## src/rtl/multicycle_controller.sv

```systemverilog
// Multi-cycle RV32I main control unit: FETCH/DECODE/EXEC/MEM/WB sequencing over a shared ALU
// and memory port, with a mem_ready handshake, JAL/JALR, and illegal-opcode/timeout traps.
module multicycle_controller #(
    parameter int unsigned MEM_TIMEOUT = 15,
    parameter bit          JUMP_EN     = 1'b1
) (
    input  logic       clk,
    input  logic       reset,
    input  logic [6:0] opcode,
    input  logic       mem_ready,
    input  logic       alu_zero,
    output logic       mem_req,
    output logic       mem_we,
    output logic       ir_write,
    output logic       pc_write,
    output logic [1:0] pc_src,
    output logic       alu_src_a,
    output logic [1:0] alu_src_b,
    output logic [1:0] alu_op,
    output logic       reg_write,
    output logic [1:0] wb_sel,
    output logic       instr_done,
    output logic       trap,
    output logic       trap_cause
);

    localparam int unsigned CntW = (MEM_TIMEOUT > 0) ? $clog2(MEM_TIMEOUT + 1) : 1;

    localparam logic [6:0] OpR    = 7'b0110011;
    localparam logic [6:0] OpI    = 7'b0010011;
    localparam logic [6:0] OpLw   = 7'b0000011;
    localparam logic [6:0] OpSw   = 7'b0100011;
    localparam logic [6:0] OpBr   = 7'b1100011;
    localparam logic [6:0] OpJal  = 7'b1101111;
    localparam logic [6:0] OpJalr = 7'b1100111;

    typedef enum logic [2:0] {StFetch, StDecode, StExec, StMem, StWb, StTrap} state_e;

    state_e          state_q, state_d;
    logic [6:0]      op_q;
    logic [CntW-1:0] cnt_q, cnt_d;
    logic            cause_q, cause_d;
    logic            waiting, timeout;

    function automatic logic is_legal(input logic [6:0] op);
        return (op == OpR) || (op == OpI) || (op == OpLw) || (op == OpSw) || (op == OpBr) ||
               (JUMP_EN && ((op == OpJal) || (op == OpJalr)));
    endfunction

    assign waiting = ((state_q == StFetch) || (state_q == StMem)) && !mem_ready;
    // Trap on the wait cycle that would bring the counter up to the limit.
    assign timeout = (MEM_TIMEOUT != 0) && waiting && (cnt_q == CntW'(MEM_TIMEOUT - 1));

    always_comb begin
        state_d = state_q;
        cause_d = cause_q;
        cnt_d   = cnt_q;
        unique case (state_q)
            StFetch: begin
                if (mem_ready) begin
                    state_d = StDecode;
                end else if (timeout) begin
                    state_d = StTrap;
                    cause_d = 1'b1;
                end
            end
            StDecode: begin
                if (is_legal(opcode)) begin
                    state_d = StExec;
                end else begin
                    state_d = StTrap;
                    cause_d = 1'b0;
                end
            end
            StExec: begin
                case (op_q)
                    OpR, OpI:   state_d = StWb;
                    OpLw, OpSw: state_d = StMem;
                    default:    state_d = StFetch;
                endcase
            end
            StMem: begin
                if (mem_ready) begin
                    state_d = (op_q == OpSw) ? StFetch : StWb;
                end else if (timeout) begin
                    state_d = StTrap;
                    cause_d = 1'b1;
                end
            end
            StWb:    state_d = StFetch;
            StTrap:  state_d = StTrap;
            default: state_d = StFetch;
        endcase
        if (state_d != state_q) begin
            cnt_d = '0;
        end else if (waiting) begin
            cnt_d = cnt_q + 1'b1;
        end
    end

    always_ff @(posedge clk or posedge reset) begin
        if (reset) begin
            state_q <= StFetch;
            op_q    <= '0;
            cnt_q   <= '0;
            cause_q <= 1'b0;
        end else begin
            state_q <= state_d;
            cnt_q   <= cnt_d;
            cause_q <= cause_d;
            if (state_q == StDecode) begin
                op_q <= opcode;
            end
        end
    end

    // Outputs are gated by reset so every strobe drops without waiting for a clock edge.
    always_comb begin
        mem_req    = 1'b0;
        mem_we     = 1'b0;
        ir_write   = 1'b0;
        pc_write   = 1'b0;
        pc_src     = 2'b00;
        alu_src_a  = 1'b0;
        alu_src_b  = 2'b00;
        alu_op     = 2'b00;
        reg_write  = 1'b0;
        wb_sel     = 2'b00;
        instr_done = 1'b0;
        trap       = 1'b0;
        trap_cause = 1'b0;
        if (!reset) begin
            unique case (state_q)
                StFetch: begin
                    mem_req   = 1'b1;
                    alu_src_b = 2'b10;
                    ir_write  = mem_ready;
                    pc_write  = mem_ready;
                end
                StExec, StMem, StWb: begin
                    case (op_q)
                        OpR: begin
                            alu_src_a = 1'b1;
                            alu_op    = 2'b10;
                        end
                        OpI: begin
                            alu_src_a = 1'b1;
                            alu_src_b = 2'b01;
                            alu_op    = 2'b11;
                        end
                        OpLw, OpSw: begin
                            if (state_q != StWb) begin
                                alu_src_a = 1'b1;
                                alu_src_b = 2'b01;
                            end
                        end
                        OpBr: begin
                            alu_src_a  = 1'b1;
                            alu_op     = 2'b01;
                            pc_src     = 2'b01;
                            pc_write   = alu_zero;
                            instr_done = 1'b1;
                        end
                        OpJal, OpJalr: begin
                            pc_src     = (op_q == OpJal) ? 2'b01 : 2'b10;
                            pc_write   = 1'b1;
                            reg_write  = 1'b1;
                            wb_sel     = 2'b10;
                            instr_done = 1'b1;
                        end
                        default: ;
                    endcase
                    if (state_q == StMem) begin
                        mem_req    = 1'b1;
                        mem_we     = (op_q == OpSw);
                        instr_done = (op_q == OpSw) && mem_ready;
                    end
                    if (state_q == StWb) begin
                        reg_write  = 1'b1;
                        wb_sel     = (op_q == OpLw) ? 2'b01 : 2'b00;
                        instr_done = 1'b1;
                    end
                end
                StTrap: begin
                    trap       = 1'b1;
                    trap_cause = cause_q;
                end
                default: ;
            endcase
        end
    end

endmodule
```

## config.mk

```make
export PLATFORM = sky130hd
export DESIGN_NAME = multicycle_controller
export DESIGN_NICKNAME = d
export VERILOG_FILES = /design/src/rtl/multicycle_controller.sv
export SDC_FILE = /design/constraint.sdc
export NUM_CORES = 1
export LEC_CHECK = 0
export CORE_MARGIN = 4
export CORE_UTILIZATION = 25
export CTS_BUF_LIST = sky130_fd_sc_hd__clkbuf_8
export DETAILED_ROUTE_END_ITERATION = 7
export PLACE_DENSITY = 0.51
export SLEW_MARGIN = 15
export SYNTH_ARGS = -nofsm -noshare
export SYNTH_HDL_FRONTEND = slang
export SYNTH_SLANG_ARGS = --single-unit
```

## constraint.sdc

```tcl
create_clock -name clk -period 1.9 [get_ports clk]
set_clock_uncertainty 0.15 [all_clocks]
set_input_delay 0.19 -clock clk [delete_from_list [all_inputs] [get_ports clk]]
set_output_delay 0.19 -clock clk [all_outputs]
set_load 0.005 [all_outputs]
```

# Word level (Yosys, flattened, before mapping)
# Cells that the tools add are included.
# classes
n_eq_ne,25
n_addsub,1
mux,57
n_reduce_logical,22
# op_table
cell,count
7-bit == test (second input constant),6
1-bit 2-to-1 mux,29
7-bit by 6-bit == test with 1-bit output (second input constant),4
2-bit 2-to-1 mux,10
3-bit 2-to-1 mux,5
3-bit case mux with 5 select lines,1
7-bit by 2-bit == test with 1-bit output (second input constant),2
7-bit by 5-bit == test with 1-bit output (second input constant),2
1-bit case mux with 2 select lines,6
3-bit OR reduction,3
4-bit 2-to-1 mux,2
2-bit case mux with 2 select lines,2
2-bit OR reduction,4
1-bit logical OR,7
3-bit by 2-bit == test with 1-bit output (second input constant),2
3-bit == test (second input constant),2
2-bit case mux with 3 select lines,1
3-bit case mux with 2 select lines,1
4-bit by 1-bit adder with 4-bit output (second input constant),1
4-bit == test (second input constant),1
2-bit != test (second input constant),2
4-bit AND reduction,1
2-bit nonzero test,2
3-bit by 1-bit == test with 1-bit output (second input constant),1
6 further kinds,8
# word_totals
input_bits,11
regBits,15
word_cells,109
output_inout_bits,17

# Logic depth before layout (Yosys ltp)
# logic_depth
ltp_word,10
depth_mapped,6
mapped_depth_nobuf,6

# Worst setup path before layout
# OpenSTA, ideal clock, no wires.
# synth_timing
path_kind,reg2out
from,register state_q[0]
to,output port alu_op[1]
arrival_time_ns,1.330
stages_incl_launch_ff,6
required_ns,1.560
path_slack_ns,0.230
path_buffers,1
cell_sequence,dfrtp_1 > or3b_1 > buf_2 > nand2_2 > nand3_2 > nor3b_1
# synth_via
elab_chain_cells,4
elab_cells_between_ends,6
cone_classes,eq/ne (3); mux (2); reduce/logical (1)
# synth_rtl
item,line,text
"start, declared",39,"state_e state_q, state_d;"
"start signal, assigned",103,state_q <= StFetch;
"start signal, assigned",108,state_q <= state_d;
3-bit by 2-bit == test with 1-bit output or 3-bit == test (tied branches),133,unique case (state_q)
3-bit OR reduction *,133,
2-bit 2-to-1 mux *,133,
2-bit 2-to-1 mux *,132,if (!reset) begin
"end, declared",19,"output logic [1:0] alu_op,"
# Mark *: on every way between the ends. The rest lies on a longest branch, timed or not.

# Worst setup path after layout
# layout_timing
from,register op_q[3]
to,output port mem_we
# layout_via
elab_chain_cells,4
# layout_rtl
item,line,text
"start, declared",40,logic [6:0] op_q;
"start signal, assigned",112,op_q <= opcode;
7-bit by 6-bit == test with 1-bit output,175,mem_we = (op_q == OpSw);
1-bit 2-to-1 mux,173,if (state_q == StMem) begin
1-bit 2-to-1 mux,133,
1-bit 2-to-1 mux,132,
"end, declared",13,"output logic mem_we,"
# Every way passes these cells.

==> results.cfg <==
[status]
status = finished with violations
failed_checks = negative setup slack

[floorplanning]
io_pins = 28
die_w_um = 73.8
rows = 23
core_area_sq_um = 4090
dieHeight_um = 73.8
die_area_sq_um = 5450
start_util_pct = 26.5

[place]
place_congestion = 0.867
dpl.hpwl_mm = 2.47
io_buffers = 27

[sta]
maxSlewViolCount = 0
fin_crit_ns = 2.03
post-route-period-util_pct = 107
rsz0062_at_grt = yes
setup_viol = 5
max_slew_margin_pct = 73.5
setup_slack_ns = -0.126
hold_violations = 0
fmax_mhz = 494
tightest_slew_ns = 0.398

[clock_tree]
cts.clk_slew.worst_paths_ns = 0.06
cts_made_buffers = 3
h-tree-depth = 1
clk_latency_ns = 0.24
clock_sinks = 15
cts_root_buf = clkbuf_8
cts_tree = built
clk_path_buf_depth = 2

[drt]
drt_pass1_iterations = 4
wl_mm = 3.34
final_antenna_net_count = 0
avgRoutedWirePerCell_um = 14.0
vias = 1154
first_iter_violations = 31
drc = 0
routed_via_density = 4.85

[worst_setup_path]
r2r_end = cnt_q[2]
cpPeakStageDelay_ns = 0.37
arrival_ns = 1.69
reg2reg_depth = 7
path_cells = and4bb_2 -> nor3b_4 -> and2_4 -> and4_1 -> buf_2
crit_required_ns = 1.56
timing.rr.start = state_q[1]
path_max_fanout = 4
r2r_slack_ns = 0.12
cp-start-kind = flop
path_class = reg -> out
slowest_stage = dfrtp_1
endpoint_kind = primary output

[grt]
antenna_found_initial = 0
grt.total_usage_pct = 13.1
grt_pass1_vias = 1214
grt_max_degree = 16
grt-ovfl-total = 0
grt_pass1_wl_mm = 5.56

[power]
finalPower_w = 0.00209
pwr_density_cell_nw_per_um2 = 1130
ir_drop_mv = 0.421
p_leak_nw = 0.837

[logic_synthesis]
synth_seq_cells = 15
netlist_instances = 120
ys_types = 44
synthFlopType = dfrtp_1
synth-seq-area-share_pct = 34.7
synth_area_sq_um = 1080
synth_edf_count = 0
synth_nets = 133
async_flop_share_pct = 100
synth_area_per_cell_sq_um = 9.02
ys_warn_count = 0

[finish]
fillers = 419
drive_gt1_share_pct = 46.8
antenna_cells = 0
final_nets = 202
postLayoutCoreUtil_pct = 45.1
synthToLayoutAreaGrowth_pct = 70.4

[job]
drv_cap = 0

[hold_path]
hold_class = in -> async
[kinds of logic after synthesis]
group / share of synthesized area (%)
buf+inv: 4.74
flops: 34.7
fa+ha+maj: 2.31
xor+xnor: 3.24
compound gates: 14.9
simple gates: 34.0
mux: 6.13
[critical path, delay by kind of cell (launching register included)]
family,cells,cell delay (ns)
simple gates,4,0.95
flops,1,0.37
buf+inv,1,0.11
[layout by cell type (no fill, tap or decap), types with 2 or more instances in the layout]
| cell | instances |
|---|---|
| nor2_1 | 5 |
| nand3_1 | 6 |
| and2_1 | 2 |
| mux2_2 | 5 |
| and3_1 | 2 |
| o21ai_0 | 3 |
| nand2_1 | 7 |
| clkdlybuf4s50_1 | 9 |
| inv_1 | 6 |
| nor3_1 | 5 |
| nor2b_1 | 6 |
| a21oi_1 | 4 |
| buf_2 | 11 |
| o21a_1 | 2 |
| clkbuf_2 | 2 |
| dlygate4sd2_1 | 5 |
| a21oi_2 | 5 |
| buf_4 | 35 |
| clkbuf_8 | 3 |
| xnor2_1 | 3 |
| dfrtp_1 | 15 |
| ha_1 | 2 |
| buf_6 | 7 |
[final cells by class]
cell class,instances,area (sq um),area share [%]
sequential,15,375,20.4
clock buffer,3,41.3,2.24
timing repair buffer,70,561,30.4
clock inverter,1,3.75,0.204
tap,50,62.6,3.39
multi-input combinational,94,782,42.4
inverter,5,18.8,1.02
[through the flow]
stage | instance area [sq um] | instances | setup TNS [ns] | setup slack (ns) | hold slack, ns
after floorplan | 1080 | 120 | 0 | 0.230 | -0.0163
after global placement | 1640 | 225 | -2.34 | -0.242 | 0.388
after detailed placement | 1640 | 225 | -2.65 | -0.270 | 0.389
after CTS | 1820 | 237 | -0.410 | -0.0925 | 0.143
after global routing | 1840 | 238 | -0.996 | -0.229 | 0.162
final | 1840 | 238 | -0.332 | -0.126 | 0.156
[worst max path at each step]
stage,start,to,cells past startpoint
floorplan,state_q[0],alu_op[1],5
global placement,op_q[2],wb_sel[0],4
detailed placement,op_q[2],wb_sel[0],4
CTS,op_q[3],mem_we,5
global route,op_q[2],mem_we,5
finish,op_q[3],mem_we,5
[power by group]
part | switching, W | internal [W] | total, W
clock network | 0.000109 | 0.000143 | 0.000252
registers | 0.0000928 | 0.000428 | 0.000521
logic | 0.000608 | 0.000706 | 0.00131
total | 0.000809 | 0.00128 | 0.00209
[synth_stat cells, drive strengths merged, types with 2 or more instances]
library cell / number / share of area, %
nand2b: 2 / 1.2
nor4: 2 / 1.2
ha: 2 / 2.3
nor3: 6 / 3.2
nand2: 9 / 3.4
nor2b: 7 / 4.0
a21oi: 9 / 4.2
nor2: 6 / 2.1
nand3: 7 / 3.7
buf: 3 / 2.0
dfrtp: 15 / 35
o21ai: 4 / 1.8
xnor2: 3 / 2.4
nor3b: 2 / 1.8
clkbuf: 3 / 1.0
mux2: 5 / 5.2
o21a: 2 / 1.4
nor4b: 3 / 2.4
and2: 3 / 1.7
or3b: 2 / 1.6
and3: 3 / 1.7
inv: 5 / 1.7
[routing by layer]
| metal | part of all wire (%) | wire length (um) | up-vias | GRT usage, % |
|---|---|---|---|---|
| li1 | - | - | 577 | - |
| met1 | 44 | 1460 | 535 | 16.4 |
| met3 | 5.8 | 195 | 7 | 2.60 |
| met4 | 1.4 | 46 | 0 | 6.04 |
| met5 | 0 | 0 | - | 0 |
| met2 | 49 | 1640 | 35 | 21.5 |
[state kept, by name, indices dropped and copies added, names as in the netlist]
| name | flops |
|---|---|
| cnt_q | 4 |
| op_q | 7 |
| state_q | 3 |
| cause_q | 1 |
[repair_timing]
action                                  4_1_cts  5_1_grt
pin swaps                                    17        5
endpoints found under the setup margin       17       13
buffers inserted                              9        1
hold buffers                                  0        0
gates resized for setup                      81        8
Power figures use the tool's default switching activity.
